`src/rtl/msg_seq_tx.sv`:
```
// Message-send coprocessor: streams a selected parameter-stored message, one byte
// per acknowledged bus write, to the UART TX data register.
module msg_seq_tx #(
    parameter int unsigned NUM_MSG  = 2,
    parameter int unsigned MAX_LEN  = 16,
    parameter logic [NUM_MSG*8-1:0] MSG_LENS = {8'd2, 8'd10},
    parameter logic [NUM_MSG*MAX_LEN*8-1:0] MSG_DATA =
        {112'h0, 16'h0A0D, 48'h0, 80'h35_35_36_30_31_33_33_32_30_32},
    parameter logic [31:0] UART_ADDR = 32'h3000_000C,
    parameter int unsigned SEL_W    = 4
) (
    input  logic             clk,
    input  logic             rst,
    input  logic             start_i,
    input  logic [SEL_W-1:0] sel_i,
    input  logic             abort_i,
    input  logic             ack_i,
    output logic             busy_o,
    output logic             ready_o,
    output logic             err_o,
    output logic [7:0]       sent_cnt_o,
    output logic             we_o,
    output logic [31:0]      waddr_o,
    output logic [31:0]      wdata_o
);

    localparam int unsigned CNT_W   = 8;
    localparam int unsigned NUM_BYT = NUM_MSG * MAX_LEN;
    localparam logic [CNT_W-1:0] MAX_LEN_C = CNT_W'(MAX_LEN);

    typedef enum logic [1:0] {
        IDLE = 2'd0,
        SEND = 2'd1,
        DONE = 2'd2
    } state_e;

    state_e             state_q, state_d;
    logic [SEL_W-1:0]   sel_q, sel_d;
    logic [CNT_W-1:0]   len_q, len_d;
    logic [CNT_W-1:0]   idx_q, idx_d;
    logic [CNT_W-1:0]   cnt_q, cnt_d;
    logic               err_q, err_d;
    logic               busy_q, busy_d;
    logic               ready_q, ready_d;
    logic               we_q, we_d;
    logic [31:0]        waddr_q, waddr_d;
    logic [31:0]        wdata_q, wdata_d;

    logic [7:0]         len_tbl [NUM_MSG];
    logic [7:0]         byte_tbl [NUM_BYT];
    logic [CNT_W-1:0]   raw_len_c;
    logic [CNT_W-1:0]   sel_len_c;
    logic               sel_ok_c;
    logic [7:0]         byte_c;

    // Unpack the flat parameter tables into indexable arrays.
    for (genvar m = 0; m < NUM_MSG; m++) begin : g_len
        assign len_tbl[m] = MSG_LENS[m*8 +: 8];
    end
    for (genvar i = 0; i < NUM_BYT; i++) begin : g_byte
        assign byte_tbl[i] = MSG_DATA[i*8 +: 8];
    end

    // Length of the requested message, clamped to the table depth.
    always_comb begin
        raw_len_c = '0;
        for (int m = 0; m < NUM_MSG; m++) begin
            if (sel_i == SEL_W'(m)) begin
                raw_len_c = len_tbl[m];
            end
        end
        sel_len_c = (raw_len_c > MAX_LEN_C) ? MAX_LEN_C : raw_len_c;
        sel_ok_c  = 32'(sel_i) < NUM_MSG;
    end

    // State register and all flops.
    always_ff @(posedge clk) begin
        if (rst) begin
            state_q <= IDLE;
            sel_q   <= '0;
            len_q   <= '0;
            idx_q   <= '0;
            cnt_q   <= '0;
            err_q   <= 1'b0;
            busy_q  <= 1'b0;
            ready_q <= 1'b0;
            we_q    <= 1'b0;
            waddr_q <= '0;
            wdata_q <= '0;
        end else begin
            state_q <= state_d;
            sel_q   <= sel_d;
            len_q   <= len_d;
            idx_q   <= idx_d;
            cnt_q   <= cnt_d;
            err_q   <= err_d;
            busy_q  <= busy_d;
            ready_q <= ready_d;
            we_q    <= we_d;
            waddr_q <= waddr_d;
            wdata_q <= wdata_d;
        end
    end

    // Next state plus index/count/error bookkeeping.
    always_comb begin
        state_d = state_q;
        sel_d   = sel_q;
        len_d   = len_q;
        idx_d   = idx_q;
        cnt_d   = cnt_q;
        err_d   = err_q;
        case (state_q)
            IDLE: begin
                if (start_i) begin
                    sel_d = sel_i;
                    len_d = sel_len_c;
                    idx_d = '0;
                    cnt_d = '0;
                    err_d = 1'b0;
                    if (!sel_ok_c || sel_len_c == '0) begin
                        state_d = DONE;
                        err_d   = 1'b1;
                    end else begin
                        state_d = SEND;
                    end
                end
            end
            SEND: begin
                if (ack_i) begin
                    cnt_d = cnt_q + CNT_W'(1);
                    idx_d = idx_q + CNT_W'(1);
                end
                if (abort_i) begin
                    state_d = DONE;
                    err_d   = 1'b1;
                end else if (ack_i && idx_q == len_q - CNT_W'(1)) begin
                    state_d = DONE;
                end
            end
            DONE:    state_d = IDLE;
            default: state_d = IDLE;
        endcase
    end

    // Output flops are loaded from the upcoming state so they align with it.
    always_comb begin
        byte_c = '0;
        for (int m = 0; m < NUM_MSG; m++) begin
            for (int k = 0; k < MAX_LEN; k++) begin
                if (sel_d == SEL_W'(m) && idx_d == CNT_W'(k)) begin
                    byte_c = byte_tbl[m*MAX_LEN + k];
                end
            end
        end
        busy_d  = (state_d == SEND);
        we_d    = (state_d == SEND);
        ready_d = (state_d == DONE);
        waddr_d = we_d ? UART_ADDR : 32'h0;
        wdata_d = we_d ? {24'h0, byte_c} : 32'h0;
    end

    assign busy_o     = busy_q;
    assign ready_o    = ready_q;
    assign err_o      = err_q;
    assign sent_cnt_o = cnt_q;
    assign we_o       = we_q;
    assign waddr_o    = waddr_q;
    assign wdata_o    = wdata_q;

endmodule
```
`config.mk`:
```
export PLATFORM = sky130hd
export DESIGN_NAME = msg_seq_tx
export DESIGN_NICKNAME = d
export VERILOG_FILES = /design/src/rtl/msg_seq_tx.sv
export SDC_FILE = /design/constraint.sdc
export NUM_CORES = 1
export LEC_CHECK = 0
export CELL_PAD_IN_SITES_DETAIL_PLACEMENT = 1
export CELL_PAD_IN_SITES_GLOBAL_PLACEMENT = 1
export CORE_AREA = 2 2 95 88
export DETAILED_ROUTE_END_ITERATION = 12
export DIE_AREA = 0 0 97 90
export PLACE_DENSITY = 0.86
export SKIP_CTS_REPAIR_TIMING = 1
export SYNTH_ARGS = -nofsm -noshare
export SYNTH_HDL_FRONTEND = slang
export SYNTH_SLANG_ARGS = --single-unit
```
`constraint.sdc`:
```
create_clock -name clk -period 2.3 [get_ports clk]
set_clock_uncertainty 0.2 [all_clocks]
set_input_delay 0.46 -clock clk [delete_from_list [all_inputs] [get_ports clk]]
set_output_delay 0.46 -clock clk [all_outputs]
set_load 0.02 [all_outputs]
```
==> run_results.csv <==
group,metric,value,unit
clock_tree,clkTransAtPathRegs,0.07,ns
critical_path,crit_chain,"ha_1, nor4bb_1, o21a_1, buf_4, nor2_1, nand3b_1, a211oi_1",
critical_path,critPathSlowestCell,"dfxtp_2",
route,first_pass_iters,4,
clock_tree,htreeDepth,2,
timing,post-route-period-util,0.9796,
timing,period_minus_slack,2.253,ns
timing,fmax,443.8,MHz
route,drtIter0Drc,38,
logic_synthesis,synth_top_area_cell,"dfxtp_1",
power_and_ir_drop,p_leak,0.001189,uW
critical_path,arrival,2.24,ns
critical_path,startpoint_type,"register",
critical_path,crit_path_start,"idx_q[1]",
logic_synthesis,async_flop_share,0,
global_routing,grt_usage,0.1241,
cells_and_area,area_growth_syn_to_layout,30.47,%
die,die_area,8730,sq um
clock_tree,clockRootBuffer,"clkbuf_8",
logic_synthesis,synth_ff_type,"dfxtp_1",
logic_synthesis,synthSimpleGateAreaFrac,0.2294,
cells_and_area,final.fill_count,931,
critical_path,critPathKind,"register to register",
logic_synthesis,synth_compound_gate_area_share,0.1594,
critical_path,r2r_start,"idx_q[1]",
cells_and_area,final_nets,325,
die,row_count,31,
logic_synthesis,synth.avg_cell_area,8.542,sq um
power_and_ir_drop,ir_drop,0.2011,mV
timing,setup_violations,0,
logic_synthesis,ys_types,58,
route,route.detailed.drc,0,
clock_tree,clock-sinks,32,
global_routing,grt_pass1_vias,1830,
logic_synthesis,synth_adder_area_share,0.01765,
critical_path,crit_fanout,6,
placement,io_buffers,30,
critical_path,critPathBufInv,1,
route,via_per_inst,4.453,
logic_synthesis,synth.area.mux_share,0.02588,
critical_path,crit_cells,7,
timing,slew_viol_final,0,
cells_and_area,multiInputGateArea,1264,sq um
power_and_ir_drop,p_comb_frac,0.205,
clock_tree,clock_latency,0.29,ns
power_and_ir_drop,p_sw,393.8,uW
timing,setup_tns,0,ns
global_routing,antenna_found_initial,0,
placement,gp_congestion,0.8815,
logic_synthesis,synth_area,2127,sq um
route,antenna_left,0,
route,drt-total-wl,5828,um
flow_run,maxCapViolations,0,
power_and_ir_drop,p_seq_frac,0.442,
critical_path,r2r_end,"wdata_o[2]",
die,die_h,90,um
power_and_ir_drop,intPower,904.4,uW
logic_synthesis,synth-edff-count,0,
logic_synthesis,synth_area_leaders,"dfxtp_1 (30%), buf_4 (22%), nor2_1 (4.6%), nand2_1 (3.2%), a21oi_1 (2.4%)",
placement,dp_hpwl,4171,um
route,wl_per_cell,14.11,um
critical_path,max_stage_delay,0.41,ns
power_and_ir_drop,finalPower,1298,uW
die,core,7796,sq um
critical_path,cp.required,2.29,ns
die,start_util,0.2728,
logic_synthesis,yosys-top-cells-count,"buf_4 (61), dfxtp_1 (32), nor2_1 (26)",
cells_and_area,seq_area,643.1,sq um
logic_synthesis,synth_top_cell_area_share,0.3012,
logic_synthesis,seq_area_frac_synth,0.3012,
cells_and_area,diodes,0,
critical_path,ff2ff_path_depth,7,
global_routing,grt_first_pass_wirelength,8866,um
worst_hold_path,hp-class,"register to register",
critical_path,r2r_setup_slack,0.05,ns
logic_synthesis,postSynthCellCount,249,
die,dieWidth,97,um
die,ios,85,
status,status,"finished clean",
global_routing,globalRouteOverflowTotal,0,
clock_tree,cts_buffers,5,
logic_synthesis,yosysMostFrequentCell,"buf_4",
power_and_ir_drop,clock_power_share,0.353,
clock_tree,cts_tree,"done",
power_and_ir_drop,power.density,467.8,nW/um^2
route,vias,1839,
cells_and_area,drive_gt1_frac,0.2357,
power_and_ir_drop,switching_share,0.3033,
critical_path,crit_family,"simple AND/OR/NAND/NOR gates",
logic_synthesis,synth_top_family_by_area,"buffers and inverters",
timing,hold_violations,0,
logic_synthesis,synth_xor_area_frac,0.02059,
critical_path,critPathCaptureType,"register",
logic_synthesis,synth-seq-cells,32,
clock_tree,cts.path.max_buffers,2,
global_routing,grt_max_degree,12,
critical_path,crit_path_end,"wdata_o[2]",
logic_synthesis,yosysWarnings,0,
metal layers:
metal,wire (um),track usage,vias up
met2,3049,0.2263,50
met5,0,0,-
met4,87,0.04108,0
met1,2431,0.1388,906
li1,-,-,877
met3,259,0.03421,6
per-stage QoR:
stage / setup slack, ns / util / instances / hold WS (ns) / area, sq um
after detailed placement: -0.4240 / 0.3266 / 403 / 0.2552 / 2546
after global routing: -0.06021 / 0.3560 / 413 / 0.3014 / 2775
after floorplan: 0.1229 / - / 302 / 0.2363 / 2326
after CTS: -0.2252 / 0.3381 / 411 / 0.2648 / 2636
after global placement: -0.3256 / 0.3266 / 403 / 0.2462 / 2546
final: 0.04687 / 0.3560 / 413 / 0.2783 / 2775
cell families after synthesis:
kind of cell | Yosys count
and+or+nand+nor | 86
buffers and inverters | 73
AOI/OAI and AO/OA | 45
DFF | 32
xor gates and xnor gates | 5
muxes | 4
adders and majority gates | 3
other | 1
how the worst min path moves through the flow:
stage / from / to / cells after the start
CTS: sel_q[1] / sel_q[1] / 2
floorplan: sel_q[3] / sel_q[3] / 2
finish: sel_q[1] / sel_q[1] / 2
global placement: sel_q[1] / sel_q[1] / 2
global route: sel_q[3] / sel_q[3] / 2
detailed placement: sel_q[1] / sel_q[1] / 2
power by group through the flow:
stage          sequential, uW  clock, uW  combinational, uW
2_1_floorplan             590          0                228
3_5_place_dp              585          0                239
4_1_cts                   573        466                241
5_1_grt                   574        503                284
3_3_place_gp              584          0                233
6_report                  573        459                266
tightest hold or removal path: cells and delay by family, from the launching register on:
| family | cells | cell delay [ns] |
|---|---|---|
| flip-flops | 1 | 0.32 |
| AO/OA/AOI/OAI | 1 | 0.06 |
| AND/OR/NAND/NOR | 1 | 0.06 |
cell type report:
type                            instances  share of cell area
Clock buffer                            8             0.03246
Inverter                                6            0.008115
Multi-Input combinational cell        197              0.4554
Sequential cell                        32              0.2317
Tap cell                               99             0.04463
Timing Repair Buffer                   71              0.2277
sequential cells by signal (all words and copies together) (netlist names):
register / count
state_q: 2
idx_q: 8
sent_cnt_o: 8
ready_o: 1
waddr_o: 1
sel_q: 4
err_o: 1
wdata_o: 5
len_q: 2
cells in the final DEF, fill, tap and decap left out, types with 3 or more instances in the layout:
| cell type | netlist | final |
|---|---|---|
| buf_4 | 61 | 36 |
| conb_1 | 1 | 54 |
| a211oi_1 | 6 | 4 |
| clkbuf_8 | 0 | 6 |
| nand2b_1 | 3 | 3 |
| and3_1 | 3 | 3 |
| nand4_1 | 3 | 3 |
| nor3_1 | 6 | 6 |
| clkdlybuf4s50_1 | 0 | 28 |
| a32oi_1 | 3 | 3 |
| nand2_1 | 18 | 17 |
| inv_1 | 6 | 6 |
| xor2_1 | 5 | 5 |
| o21ai_1 | 1 | 3 |
| ha_1 | 3 | 3 |
| o21ai_0 | 5 | 3 |
| nor2_1 | 26 | 26 |
| nand3b_1 | 4 | 4 |
| dfxtp_1 | 32 | 30 |
| a21oi_1 | 10 | 10 |
| buf_6 | 2 | 5 |
Note: power is estimated with default switching activity, not from simulation.
